**config.mk**
```make
export PLATFORM = sky130hd
export DESIGN_NAME = comparator_seq_ctrl
export DESIGN_NICKNAME = d
export VERILOG_FILES = /design/src/rtl/comparator_seq_ctrl.sv
export SDC_FILE = /design/constraint.sdc
export NUM_CORES = 1
export LEC_CHECK = 0
export CORE_MARGIN = 5
export CORE_UTILIZATION = 50
export CTS_BUF_LIST = sky130_fd_sc_hd__clkbuf_16
export CTS_CLUSTER_SIZE = 30
export DETAILED_ROUTE_END_ITERATION = 8
export PLACE_DENSITY = 0.83
export SLEW_MARGIN = 10
export SYNTH_ARGS = -nofsm -noshare
export SYNTH_HDL_FRONTEND = slang
export SYNTH_SLANG_ARGS = --single-unit
export TNS_END_PERCENT = 10
```
**constraint.sdc**
```tcl
create_clock -name i_clk -period 2.9 [get_ports i_clk]
set_input_delay 0.435 -clock i_clk [delete_from_list [all_inputs] [get_ports i_clk]]
set_output_delay 0.435 -clock i_clk [all_outputs]
set_load 0.005 [all_outputs]
```
**src/rtl/comparator_seq_ctrl.sv**
```systemverilog
// Multi-cycle magnitude comparator: one SLICE-bit compare per cycle, MSB slice first.
// Latency: o_rsp_valid rises k edges after the accept edge (k = o_cycles, 1..NSLICE).
// Backpressure: accepts only in IDLE; the result is held in DONE until i_rsp_ready.
//
// Ports:
//   i_clk, i_reset               clock, asynchronous active-high reset
//   i_req_valid/o_req_ready      request handshake carrying i_a, i_b, i_signed
//   o_rsp_valid/i_rsp_ready      response handshake carrying o_eq, o_gr, o_lt, o_cycles
//   o_busy                       high while a transaction is in CMP or DONE
module comparator_seq_ctrl #(
    parameter int WIDTH      = 32,
    parameter int SLICE      = 4,
    parameter int EARLY_EXIT = 1,
    localparam int NSLICE    = WIDTH / SLICE,
    localparam int CW        = $clog2(NSLICE) + 1
) (
    input  logic             i_clk,
    input  logic             i_reset,
    input  logic             i_req_valid,
    output logic             o_req_ready,
    input  logic [WIDTH-1:0] i_a,
    input  logic [WIDTH-1:0] i_b,
    input  logic             i_signed,
    output logic             o_rsp_valid,
    input  logic             i_rsp_ready,
    output logic             o_eq,
    output logic             o_gr,
    output logic             o_lt,
    output logic [CW-1:0]    o_cycles,
    output logic             o_busy
);

    localparam int IDXW = (NSLICE > 1) ? $clog2(NSLICE) : 1;

    typedef enum logic [1:0] {
        S_IDLE,
        S_CMP,
        S_DONE
    } state_t;

    state_t state, state_n;

    logic [WIDTH-1:0] a_q, b_q;
    logic [IDXW-1:0]  idx;
    logic             decided;
    logic             gr_p, lt_p;

    logic [SLICE-1:0] sa, sb;
    logic             diff, first_diff, idx_zero, cmp_exit, accept;

    assign sa         = a_q[idx*SLICE +: SLICE];
    assign sb         = b_q[idx*SLICE +: SLICE];
    assign diff       = (sa != sb);
    assign first_diff = diff && !decided;
    assign idx_zero   = (idx == '0);
    // With early exit the first differing slice settles the result; otherwise
    // the walk always runs down to slice 0.
    assign cmp_exit   = ((EARLY_EXIT != 0) && first_diff) || idx_zero;
    assign accept     = (state == S_IDLE) && i_req_valid;

    assign o_req_ready = (state == S_IDLE);
    assign o_rsp_valid = (state == S_DONE);
    assign o_busy      = (state != S_IDLE);

    always_ff @(posedge i_clk or posedge i_reset) begin
        if (i_reset) begin
            state <= S_IDLE;
        end else begin
            state <= state_n;
        end
    end

    always_comb begin
        state_n = state;
        case (state)
            S_IDLE:  if (i_req_valid) state_n = S_CMP;
            S_CMP:   if (cmp_exit)    state_n = S_DONE;
            S_DONE:  if (i_rsp_ready) state_n = S_IDLE;
            default: state_n = S_IDLE;
        endcase
    end

    always_ff @(posedge i_clk or posedge i_reset) begin
        if (i_reset) begin
            a_q      <= '0;
            b_q      <= '0;
            idx      <= '0;
            decided  <= 1'b0;
            gr_p     <= 1'b0;
            lt_p     <= 1'b0;
            o_eq     <= 1'b0;
            o_gr     <= 1'b0;
            o_lt     <= 1'b0;
            o_cycles <= '0;
        end else if (accept) begin
            // Flipping both sign bits maps two's-complement order onto unsigned
            // order, so the slice compare needs no separate sign handling.
            a_q     <= i_a ^ {i_signed, {(WIDTH-1){1'b0}}};
            b_q     <= i_b ^ {i_signed, {(WIDTH-1){1'b0}}};
            idx     <= IDXW'(NSLICE - 1);
            decided <= 1'b0;
            gr_p    <= 1'b0;
            lt_p    <= 1'b0;
        end else if (state == S_CMP) begin
            if (first_diff) begin
                decided <= 1'b1;
                gr_p    <= (sa > sb);
                lt_p    <= (sa < sb);
            end
            if (cmp_exit) begin
                // Result outputs only change on the exit edge, so they stay
                // one-hot and stable through DONE and after the handshake.
                o_eq     <= !decided && !diff;
                o_gr     <= first_diff ? (sa > sb) : gr_p;
                o_lt     <= first_diff ? (sa < sb) : lt_p;
                o_cycles <= CW'(NSLICE) - CW'(idx);
            end else begin
                idx <= idx - 1'b1;
            end
        end
    end

endmodule

```
==> impl_results.md, run 1 <==
* Root Driver: clkbuf_16
* Max-cap violations at 0
* ANT nets after route at 0
* Clk_skew at 0.005982 ns
* Net Count, Synth at between 300 and 400
* Critical path arrival at 2.94 ns
* Die Area at roughly 0.0091 sq mm
* Syn. warnings at 0
* Slew @ Worst Pin at 0.6127 ns
* Most frequent cells in the layout: dfrtp_1, clkdlybuf4s50_1, mux2_2
* Leakage power total at approximately 2.0 nW
* Tcrit/Tclk final at 0.9395
* Finished Core Util at 0.6778
* Slowest cell delay on critical path at 0.50 ns
* CTS clk-pin slew, worst paths at 0.06 ns
* Asr flop ratio synth at 1.000
* Largest net degree at the start of global routing at 67
* H-tree levels at 3
* # diodes at 0
* M1 wire length at 3013 um
* Die W at 95.32 um
* Multi-input gate area at about 0.0016 sq mm
* First-pass GRT wire length at 12500 um
* Post-synthesis mux area share at 0.3080
* Worst min path class: in -> async
* Vias per cell at between 5 and 6
* Vias at approximately 2300
* Crit path max fanout at 15
* Synth Instances at approximately 250
* Register area share after synthesis at 0.5431
* Power density over the cells at 1121 mW/mm^2
* Worst Setup End Kind: register
* Overflow after GRT at 0
* Worst Setup Path Type: reg -> reg
* WP data required at 3.12 ns
* Top Metal Used: met4
* R2R depth at 8
* GR Util All Layers at 0.1866
* Max VDD drop at roughly 0.50 mV
* Avg WL per Cell at 17.35 um
* Most common cell after layout, fill and taps aside: dfrtp_1
* Crit. Startpoint: idx[0]$_DFFE_PP0P_
* R2R setup slack at approximately 0.18 ns
* Hold-fix buffers, CTS at 0
* Setup Fix Bufs, Post-CTS at 0
* Initial antenna violation count at 0
* Pwr Total at 5.450 mW
* Filler cells at 496
* Syn_area_per_cell at 14.50 sq um
* Number of flops mapped to enable cells by yosys at 0
* Final net count at a little over 400
* Deepest clock path buffer count at 2
* WL met3 at roughly 340 um
* Final Hold Fails at 0
* Synth Area in Simple Gates at 0.05225
* Register Area at 0.001977 sq mm
* Num CTS Buffers at 9
* Die height at 95.32 um
* Worst path bufs/invs at 1
* CP Launch Type: register
* Routed WL at 7581 um
* Post-synthesis compound-gate area fraction at 0.04056
* Critical Path Stages at 8
* Placer Congestion at 0.7622
* Iter 0 DRT Violations at 125
* Top delay family on crit path: multiplexers
* I/O pins at 79
* Pins over their slew limit at 0
* Final non-filler cell total at 437
* Sink Count at 79
* Clk_lat worst skew at 0.33 ns
* Mapped Area at ~0.0036 sq mm
* Crit-path cells: buf_12, mux4_2, nand2_1, nand2_1, ha_1, a41oi_4, o21ai_2, mux2_2
* RSZ-0062 raised after global routing: false
* Total iterations of the first detailed-routing run at 4
* CTS resizes at 0
* Yosys reg bits at 79
* Number of distinct library cells after synthesis at 32
* Cells after DPL at roughly 420
* R2R Path Start: idx[0]$_DFFE_PP0P_
* Met2 wire len at 4077 um
* CP endpoint: o_cycles[2]$_DFFE_PP0P_
* Initial Util at 0.5072
* Final min period at 2.725 ns
* Critical Path Most Common Cell: nand2_1
* CTS tree: done
* Largest family of logic cells by synthesized area: multiplexers
* Setup violators final at 0
* Fmax at 367.0 MHz
* Headroom to the max-slew limit at 0.5911
* Post-synthesis xor/xnor area fraction at 0.004813
* DRC errors left at 0
* Outcome: finished, final reports clean
* Post-synth top flop: dfrtp_1
* IO buf count at 78
* Adder-Cell Fraction of Synth Area at 0.02063
* # rows at 31
* Setup TNS at 0 ns
* Area Overhead vs Synth at 33.62%
* Critical path's slowest cell: mux4_2
* Vias in the first global route at 2535
* Share of post-route cells with drive strength above 1 at 0.3195
* Core Region at 0.007176 sq mm
* R2r endpoint: o_cycles[2]$_DFFE_PP0P_
* Post-DP HPWL at 5587 um
[synthesized netlist by cell type, drive strengths merged, types with 2 or more instances]
cell type | instances | share of area
a21oi | 5 | 0.0069
buf | 12 | 0.022
dfrtp | 79 | 0.54
ha | 6 | 0.021
inv | 7 | 0.0072
mux2 | 64 | 0.20
mux2i | 4 | 0.011
mux4 | 16 | 0.099
nand2 | 23 | 0.024
nor2 | 3 | 0.0031
nor2b | 3 | 0.0052
nor3 | 6 | 0.0096
o21ai | 8 | 0.012
xnor2 | 2 | 0.0048
[where the power goes]
part           switching (mW)  internal (mW)  total [mW]  leakage (nW)
logic                   0.965           1.32        2.28         0.939
clock network           0.440          0.749        1.19         0.158
registers               0.334           1.64        1.98         0.934
total                    1.74           3.71        5.45          2.03
[per-stage QoR]
step	hold slack (ns)	cell area, sq um	worst slack (ns)
final	0.4756	4863	0.1754
after global routing	0.5181	4863	0.05837
after CTS	0.4912	4863	0.1628
after detailed placement	0.4745	4549	0.1962
after global placement	0.4675	4549	0.2661
after floorplan	0.4448	3640	0.4416
[cells by family after synthesis]
family	count (synthesis)
xor+xnor	2
buf+inv	20
mux	84
fa+ha+maj	6
compound gates	20
simple gates	40
flops	79
[worst min path at each step]
stage                            start                       to  slack, ns
6_report                       i_reset       b_q[4]$_DFFE_PP0P_       0.48
5_1_grt            a_q[31]$_DFFE_PP0P_      a_q[31]$_DFFE_PP0P_       0.52
4_1_cts            b_q[31]$_DFFE_PP0P_      b_q[31]$_DFFE_PP0P_       0.49
3_5_place_dp       b_q[31]$_DFFE_PP0P_      b_q[31]$_DFFE_PP0P_       0.47
3_3_place_gp   o_cycles[0]$_DFFE_PP0P_  o_cycles[0]$_DFFE_PP0P_       0.47
2_1_floorplan      a_q[31]$_DFFE_PP0P_      a_q[31]$_DFFE_PP0P_       0.44
[worst register-to-register path, delay by kind of cell, from the launching register on]
family                   cells  cell delay [ns]
flip-flops                   1             0.40
adder cells (fa/ha/maj)      1             0.38
AND/OR/NAND/NOR              2             0.15
buffers and inverters        1             0.18
AO/OA/AOI/OAI                2             0.60
multiplexers                 2             0.89
[sequential cells by signal, indices dropped and copies added, names as in the netlist, 2 cells and up]
register,count
o_cycles,4
state,2
b_q,32
idx,3
a_q,32
[layout make-up]
| class | instances | share of cell area |
|---|---|---|
| Sequential cell | 79 | 0.4065 |
| Multi-Input combinational cell | 152 | 0.3203 |
| Timing Repair Buffer | 84 | 0.1775 |
| Clock buffer | 9 | 0.04631 |
| Tap cell | 99 | 0.02547 |
| Clock inverter | 7 | 0.01827 |
| Inverter | 7 | 0.005660 |
[routing by layer]
metal | vias to the layer above | track usage
li1 | 1081 | -
met1 | 1163 | 0.2254
met2 | 59 | 0.3207
met3 | 13 | 0.04578
met4 | 0 | 0.07332
met5 | - | 0
No activity file was read; power rests on OpenSTA's default activity.
==> run 2, diff against run 1 <==
- CELL_PAD_IN_SITES_DETAIL_PLACEMENT: unset -> 1
- CELL_PAD_IN_SITES_GLOBAL_PLACEMENT: unset -> 1
- DONT_BUFFER_PORTS: unset -> 1
- PLACE_DENSITY: 0.83 -> 0.81
==> impl_results.md, run 2 (same netlist as run 1, synthesis figures left out) <==
* Max-cap violations at 0
* Critical path arrival at 2.91 ns
* Max VDD drop at 0.5458 mV
* Vias per cell at 5.765
* Most common cell after layout, fill and taps aside: dfrtp_1
* WP data required at 3.12 ns
* Placer Congestion at 0.8297
* Fmax at between 300 and 400 MHz
* Num CTS Buffers at 9
* Overflow after GRT at 0
* Largest regs: a_q: 32 flops, b_q: 32 flops, o_cycles: 4 flops
* Final net count at 332
* Vias in the first global route at 2444
* Die Area at around 0.009 sq mm
* Deepest clock path buffer count at 2
* Finished Core Util at 0.5670
* DP Worst Slack at 0.1609 ns
* Tcrit/Tclk final at 0.9258
* Post-route setup slack at ~0.22 ns
* Routed WL at 7917 um
* GR Util All Layers at 0.1973
* Clk_skew at 0.005873 ns
* Power density over the cells at ~1300 mW/mm^2
* Outcome: finished, final reports clean
* Crit path max fanout at 15
* Setup TNS at 0 ns
* Clk_lat worst skew at between 0.3 and 0.4 ns
* Instance area at placement at 0.003771 sq mm
* Pins over their slew limit at 0
* Initial antenna violation count at 1
* Final Instance Area at 0.004069 sq mm
* Slowest cell delay on critical path at 0.52 ns
* Slew @ Worst Pin at 0.7251 ns
* Largest net degree at the start of global routing at 67
* CTS clk-pin slew, worst paths at 0.06 ns
* Die height at 95.32 um
* IO buf count at 0
* Setup violators final at 0
* Final Hold Fails at 0
* Iter 0 DRT Violations at 83
* Pwr Total at 5.265 mW
* Root Driver: clkbuf_16
* Cells after DPL at 345
* Grt met1 use at 0.2220
* # rows at 31
* CP Launch Type: register
* First-pass GRT wire length at roughly 13000 um
* Worst Setup End Kind: register
* Crit-path cells: buf_12, mux4_2, nand2_1, nand2_1, ha_1, a41oi_4, o21ai_2, mux2_2
* WHS at between 0.07 and 0.08 ns
* H-tree levels at 3
* Initial Util at 0.5072
* Met2 usage at 0.3318
* Worst min path class: in -> async
* Final min period at 2.685 ns
* Worst Setup Path Type: reg -> reg
* Avg WL per Cell at 21.93 um
* Final non-filler cell total at 361
* Busiest grt layer: met2
* Critical Path Most Common Cell: nand2_1
* Setup Fix Bufs, Post-CTS at 0
* ANT nets after route at 0
* Leakage power total at about 1.7 nW
* RSZ-0062 raised after global routing: false
* # diodes at 0
* Die W at roughly 95 um
* CTS tree: done
* Sink Count at 79
* Share of post-route cells with drive strength above 1 at 0.4237
* Core Region at 0.007176 sq mm
* I/O pins at 79
* Most frequent cells in the layout: dfrtp_1, mux2_2, nand2_1
* DRC errors left at 0
* Vias at 2081
* Met3 Use GR at 0.09155
* Post-DP HPWL at 5747 um
* Critical path's slowest cell: mux4_2
* Area Overhead vs Synth at 11.79%
* Total iterations of the first detailed-routing run at 4
* Headroom to the max-slew limit at 0.5160
-- run 2: cell count changes in the layout (fill, tap and decap cells not counted) --
cell and delta:
buf_12 -1, buf_4 +3, bufinv_16 -1, clkdlybuf4s50_1 -78, clkinv_1 +2, clkinv_2 -1, clkinv_4 +2, dfrtp_1 -1
dfrtp_2 +1, inv_1 -2
-- run 2: worst paths after layout --
path | cells past startpoint | to | start | slack (ns)
max | 8 | o_cycles[2]$_DFFE_PP0P_ | idx[0]$_DFFE_PP0P_ | 0.22
min | 1 | a_q[4]$_DFFE_PP0P_ | i_reset | 0.07
max reg2reg | 8 | o_cycles[2]$_DFFE_PP0P_ | idx[0]$_DFFE_PP0P_ | 0.22
min in group i_clk | 1 | state[1]$_DFFE_PP0P_ | i_rsp_ready | 0.21
min reg2reg | 1 | a_q[8]$_DFFE_PP0P_ | a_q[8]$_DFFE_PP0P_ | 0.50
max in group asynchronous | 2 | idx[0]$_DFFE_PP0P_ | i_reset | 2.09
-- run 2: critical path, delay by kind of cell, from the launching register on --
family,cells,cell delay (ns)
AOI/OAI and AO/OA,2,0.55
DFF,1,0.43
adders and majority gates,1,0.36
muxes,2,0.90
buffers and inverters,1,0.19
and+or+nand+nor,2,0.15
-- run 2: final cells by class --
type                    instances  area, sq um
flip-flops and latches         79         1978
fillers                       706         3107
well taps                      99        123.9
clock inverters                 7        71.32
multi-input cells             152         1558
clock buffers                   9        225.2
repair buffers                  8        85.08
inverters                       7        27.53
-- run 2: per-layer routing --
metal | part of all wire | vias to the layer above
li1 | - | 931
met5 | 0.00088 | -
met3 | 0.075 | 15
met2 | 0.53 | 58
met4 | 0.018 | 2
met1 | 0.38 | 1075
-- run 2: report_power, final --
part           total [mW]  switching [mW]  internal (mW)
sequential           2.02           0.371           1.65
clock                1.11           0.444          0.666
combinational        2.14           0.973           1.16
-- run 2: timing repair --
item | 4_1_cts | 5_1_grt
setup endpoints to repair | 0 | 5
hold buffers | 0 | 0
resized for setup | 0 | 1
==> run 3, diff against run 2 <==
- clock period: 2.9 -> 3.5 ns (I/O delays scaled with it)
==> impl_results.md, run 3 (same netlist as run 1, synthesis figures left out) <==
* Busiest grt layer: met2
* Worst Setup Path Type: reg -> reg
* ANT nets after route at 0
* Total iterations of the first detailed-routing run at 4
* # diodes at 0
* Leakage power total at 1.698 nW
* Share of post-route cells with drive strength above 1 at 0.4109
* Sink Count at around 80
* Power density over the cells at 1070 mW/mm^2
* Met3 Use GR at 0.09708
* H-tree levels at 3
* Setup violators final at 0
* CTS clk-pin slew, worst paths at 0.06 ns
* Final Hold Fails at 0
* Final net count at 328
* CTS tree: done
* Die Area at 0.009086 sq mm
* Slew @ Worst Pin at just over 0.8 ns
* I/O pins at 79
* Area Overhead vs Synth at 10.62%
* Overflow after GRT at 0
* Final min period at just under 3 ns
* Num CTS Buffers at 9
* Fmax at 337.4 MHz
* Root Driver: clkbuf_16
* Placer Congestion at a little under 0.8
* Pins over their slew limit at 0
* Hold-fix buffers, CTS at 0
* Vias in the first global route at 2452
* Grt met1 use at 0.2125
* Largest net degree at the start of global routing at 67
* Clk_lat worst skew at approximately 0.33 ns
* Worst Setup End Kind: register
* Largest regs: a_q: 32 flops, b_q: 32 flops, o_cycles: 4 flops
* Vias per cell at about 5.7
* IO buf count at 0
* Die height at 95.32 um
* DRC errors left at 0
* Post-DP HPWL at 5603 um
* Setup TNS at 0 ns
* Tcrit/Tclk final at 0.8468
* Met2 usage at 0.3341
* Most frequent cells in the layout: dfrtp_1, mux2_2, nand2_1
* Die W at 95.32 um
* Headroom to the max-slew limit at 0.4593
* Pwr Total at roughly 4.3 mW
* GR Util All Layers at 0.1967
* CP Launch Type: register
* Initial Util at 0.5072
* Outcome: finished, final reports clean
* Iter 0 DRT Violations at 54
* Critical path arrival at 3.18 ns
* Setup Fix Bufs, Post-CTS at 0
* Vias at 2041
* Clk_skew at 0.008737 ns
* CTS resizes at 0
* Most common cell after layout, fill and taps aside: dfrtp_1
* # rows at 31
* Crit path max fanout at 14
* Avg WL per Cell at 21.99 um
* WP data required at 3.71 ns
* Deepest clock path buffer count at 2
* First-pass GRT wire length at around 13000 um
* Core Region at 0.007176 sq mm
* Routed WL at 7849 um
* RSZ-0062 raised after global routing: false
* Max-cap violations at 0
* Worst min path class: in -> async
* Initial antenna violation count at 0
* Max VDD drop at around 0.48 mV
-- run 3: cell count changes in the layout (fill, tap and decap cells not counted) --
cell and change:
buf_12 -1, clkinv_4 +1, dfrtp_2 -1, buf_4 -3
dfrtp_1 +1, clkinvlp_4 -1
-- run 3: final timing paths --
path	start	end	slack (ns)	cells after the start
worst max-delay path	idx[0]$_DFFE_PP0P_	o_cycles[1]$_DFFE_PP0P_	0.54	8
worst min-delay path	i_reset	a_q[21]$_DFFE_PP0P_	0.17	1
worst max register to register	idx[0]$_DFFE_PP0P_	o_cycles[1]$_DFFE_PP0P_	0.54	8
worst min register to register	a_q[14]$_DFFE_PP0P_	a_q[14]$_DFFE_PP0P_	0.51	1
max in group asynchronous	i_reset	o_lt$_DFFE_PP0P_	2.55	2
min in group i_clk	i_rsp_ready	state[1]$_DFFE_PP0P_	0.30	1
-- run 3: worst max-delay path: stages, from the launching register on --
cell,delay (ns)
dfrtp_1,0.56
buf_12,0.23
mux4_2,0.54
nand2_1,0.09
nand2_1,0.08
ha_1,0.35
a41oi_4,0.19
o21ai_2,0.42
mux2_2,0.39
-- run 3: per-layer routing --
layer	share of wire	vias up
li1	-	925
met3	0.079	10
met2	0.54	59
met5	0	-
met1	0.36	1047
met4	0.018	0
-- run 3: through the flow --
| stage | instance area (sq um) | worst slack [ns] | util | std cells | hold WS [ns] |
|---|---|---|---|---|---|
| after CTS | 4026 | 0.4873 | 0.5611 | 357 | 0.1917 |
| after detailed placement | 3729 | 0.5418 | 0.5196 | 341 | 0.4945 |
| after global routing | 4026 | 0.3774 | 0.5611 | 357 | 0.2346 |
| after global placement | 3729 | 0.6708 | 0.5196 | 341 | 0.4847 |
| final | 4026 | 0.5363 | 0.5611 | 357 | 0.1718 |
| after floorplan | 3640 | 0.9516 | - | 251 | 0.4448 |
-- run 3: layout make-up --
cell class	count	area (sq um)
multi-input combinational	152	1558
clock buffer	9	225.2
sequential	79	1977
timing repair buffer	4	42.54
inverter	7	27.53
tap	99	123.9
clock inverter	7	72.57
fill	686	3149
-- run 3: power by group --
group	internal [mW]	total (mW)	switching (mW)
Sequential	1.36	1.69	0.330
Clock	0.553	0.922	0.369
Combinational	0.934	1.69	0.759
==> RTL change 1: new RTL, config.mk and constraints of run 2 <==
Change the parameter `SLICE` from 4 to 8.
--- a/src/rtl/comparator_seq_ctrl.sv
+++ b/src/rtl/comparator_seq_ctrl.sv
@@ -9,7 +9,7 @@
 //   o_busy                       high while a transaction is in CMP or DONE
 module comparator_seq_ctrl #(
     parameter int WIDTH      = 32,
-    parameter int SLICE      = 4,
+    parameter int SLICE      = 8,
     parameter int EARLY_EXIT = 1,
     localparam int NSLICE    = WIDTH / SLICE,
     localparam int CW        = $clog2(NSLICE) + 1
Ports: changed (resized o_cycles); port bits go from 79 to 78. The function was not compared with the original's and may differ.
==> RTL change 1 against run 2 <==
  * Power decreased by 4.9%
  * Sequential share of layout area decreased by 0.61 points
  * Worst setup slack improved by 0.022 ns
  * Cell area decreased by 1.4%
  * Wire length increased by 17%
  * Hold slack improved by 0.0038 ns
  * Synthesized area decreased by 0.69%
  * Clock power about the same
  * Sequential cell count decreased by 2
  * Clock skew increased by 0.0020 ns
  * Cell count increased by 33%
==> RTL change 1: results <==
[yosys]
synth_seq_area_share = 0.533
syn_nets = 455
synth_common_cells = nand2_1, dfrtp_1, mux4_2
syn_avg_cell_area_um2 = 9.59
synth_cell_type_count = 33
yosys.area.top_type_share = 0.533

[route]
vias = 2570
dr.first_iter.drc_count = 80
viasPerCell = 5.34
dr.pass1.iters = 4

[global_routing]
grtUsageMet1 = 0.286
use_met2 = 0.390
use_met3 = 0.0537
antenna_found_initial = 0
grt_pass1_vias = 2948
grt_pass1_wl_mm = 15.2

[critical_path]
timing.reg2reg.setup_slack_ns = 0.24
cpPeakStageDelay_ns = 0.58
crit_end = gr_p
arrival_ns = 2.87
cp_top_family = simple AND/OR/NAND/NOR gates
r2r_cells = 7

[timing]
timing.hold.ws_ns = 0.0788
period_minus_slack_ns = 2.66

[final_layout]
final_core_util = 0.562
fill_cells = 817
multi_input_area_share = 0.389
n_antenna_cell = 0
layout.nonclk_buf_frac = 0.0162
reg.largest.list = a_q: 32 flops, b_q: 32 flops, o_cycles: 3 flops
sh_seq_area = 0.480
inv_count = 12
multi_input_gates = 270
drive_above_1_share = 0.136
clock_area_frac = 0.0723
nNonClkBuffers = 7

[power]
power_frac_clock = 0.221
ir_worst_vdd_v = 0.000433
pg_seq_w = 0.00194
switching_share = 0.378
p_leak_nw = 2.08
pwr-share-seq = 0.387

[status]
status = finished clean

[cts]
clkSinkCount = 77
cts_root_buffer = clkbuf_16

[place]
post-dp-hpwl_mm = 6.48
dp.cells = 465
pre_cts_slack_ns = 0.339
dpl_cell_area_um2 = 3720
-- RTL change 1: worst reg2reg max path: cells and delay by family (launching register included) --
kind	cells	cell delay, ns
DFF	1	0.34
AOI/OAI and AO/OA	1	0.32
buffers and inverters	1	0.27
and+or+nand+nor	3	0.68
adders and majority gates	1	0.34
muxes	1	0.59
-- RTL change 1: layer usage --
layer | vias to the layer above | share of wire | routed length (um)
met5 | - | 0 | 0
li1 | 1211 | - | -
met2 | 61 | 0.52 | 4800
met4 | 0 | 0.020 | 184
met3 | 13 | 0.042 | 389
met1 | 1285 | 0.42 | 3860
-- RTL change 1: logic make-up after synthesis --
kind of cell               count (synthesis)  synth area share
and+or+nand+nor                          218             0.245
DFF                                       77             0.533
buffers and inverters                     30            0.0357
muxes                                     22             0.117
AOI/OAI and AO/OA                         19            0.0329
adders and majority gates                  9            0.0312
xor gates and xnor gates                   2           0.00485
==> RTL change 2: new RTL, settings of run 2 <==
Made on the original files. Encoding of `state_t`: now one-hot (3 bits for 3 states).
--- a/src/rtl/comparator_seq_ctrl.sv
+++ b/src/rtl/comparator_seq_ctrl.sv
@@ -32,10 +32,10 @@
 
     localparam int IDXW = (NSLICE > 1) ? $clog2(NSLICE) : 1;
 
-    typedef enum logic [1:0] {
-        S_IDLE,
-        S_CMP,
-        S_DONE
+    typedef enum logic [2:0] {
+        S_IDLE = 3'b001,
+        S_CMP  = 3'b010,
+        S_DONE = 3'b100
     } state_t;
 
     state_t state, state_n;
Behaviour: same outputs for any inputs over 10 cycles, from zero or initial values and one cycle with i_reset high; not proved beyond that.
==> RTL change 2 against run 2 <==
  * Sequential cell count increased by 1
  * Count of clock-buffer cells in the layout stayed put
  * Hold slack worse by 0.063 ns
  * Cell area grew 2.7%
  * Utilization increased by 0.89 points
  * Power rose by 3.8%
  * Worst setup slack lost 0.092 ns
  * Synthesized area grew 2.7%
  * Highest routed layer is now met4
  * Global-route usage grew 2.2 points
  * Wire length is 16% higher
  * First-iteration DRC count increased by 4.8%
==> RTL change 2: results <==
[status]
status = finished clean

[yosys]
synth_common_cells = nand2_1, dfrtp_1, mux4_2
synth-xor-area-share = 0.00469
synth_cell_type_count = 36
synth-compound-area-share = 0.0425
syn_nets = 464
syn_avg_cell_area_um2 = 9.61

[place]
place_congestion = 0.827
dpl_cell_area_um2 = 3840
post-dp-hpwl_mm = 6.47
pre_cts_slack_ns = 0.00617

[global_routing]
grtUsageTotal = 0.220
antenna_found_initial = 0
grt_pass1_vias = 2967
grt_pass1_wl_mm = 15.1

[power]
total_power_w = 0.00547
switching_share = 0.378
p_comb_w = 0.00229

[route]
highest_layer = met4
drt-total-wl_mm = 9.22
met1_length_mm = 3.89
dr_wl_met2_mm = 4.69

[timing]
fin_skew_ns = 0.00432

[critical_path]
cp_max_fo = 11
arrival_ns = 2.94
[RTL change 2: worst paths after layout]
| path | startpoint | endpoint | depth (start not counted) |
|---|---|---|---|
| worst min register to register | b_q[24] | b_q[24] | 2 |
| max in group asynchronous | i_reset | a_q[1] | 2 |
| worst max register to register | idx[0] | idx[2] | 10 |
| min in group i_clk | i_a[24] | a_q[24] | 2 |
| worst max-delay path | idx[0] | idx[2] | 10 |
| worst min-delay path | i_reset | b_q[31] | 1 |
[RTL change 2: area by class of cell]
class / count / area [um^2]
sequential: 80 / 2000
clock buffer: 9 / 225
tap: 99 / 124
clock inverter: 7 / 86.3
timing repair buffer: 9 / 105
fill: 804 / 3080
inverter: 8 / 31.3
multi-input combinational: 280 / 1600
[RTL change 2: metal layers]
layer / up-vias / track usage
met5: - / 0
met4: 0 / 0.0911
met3: 15 / 0.0457
met2: 71 / 0.364
met1: 1338 / 0.281
li1: 1260 / -
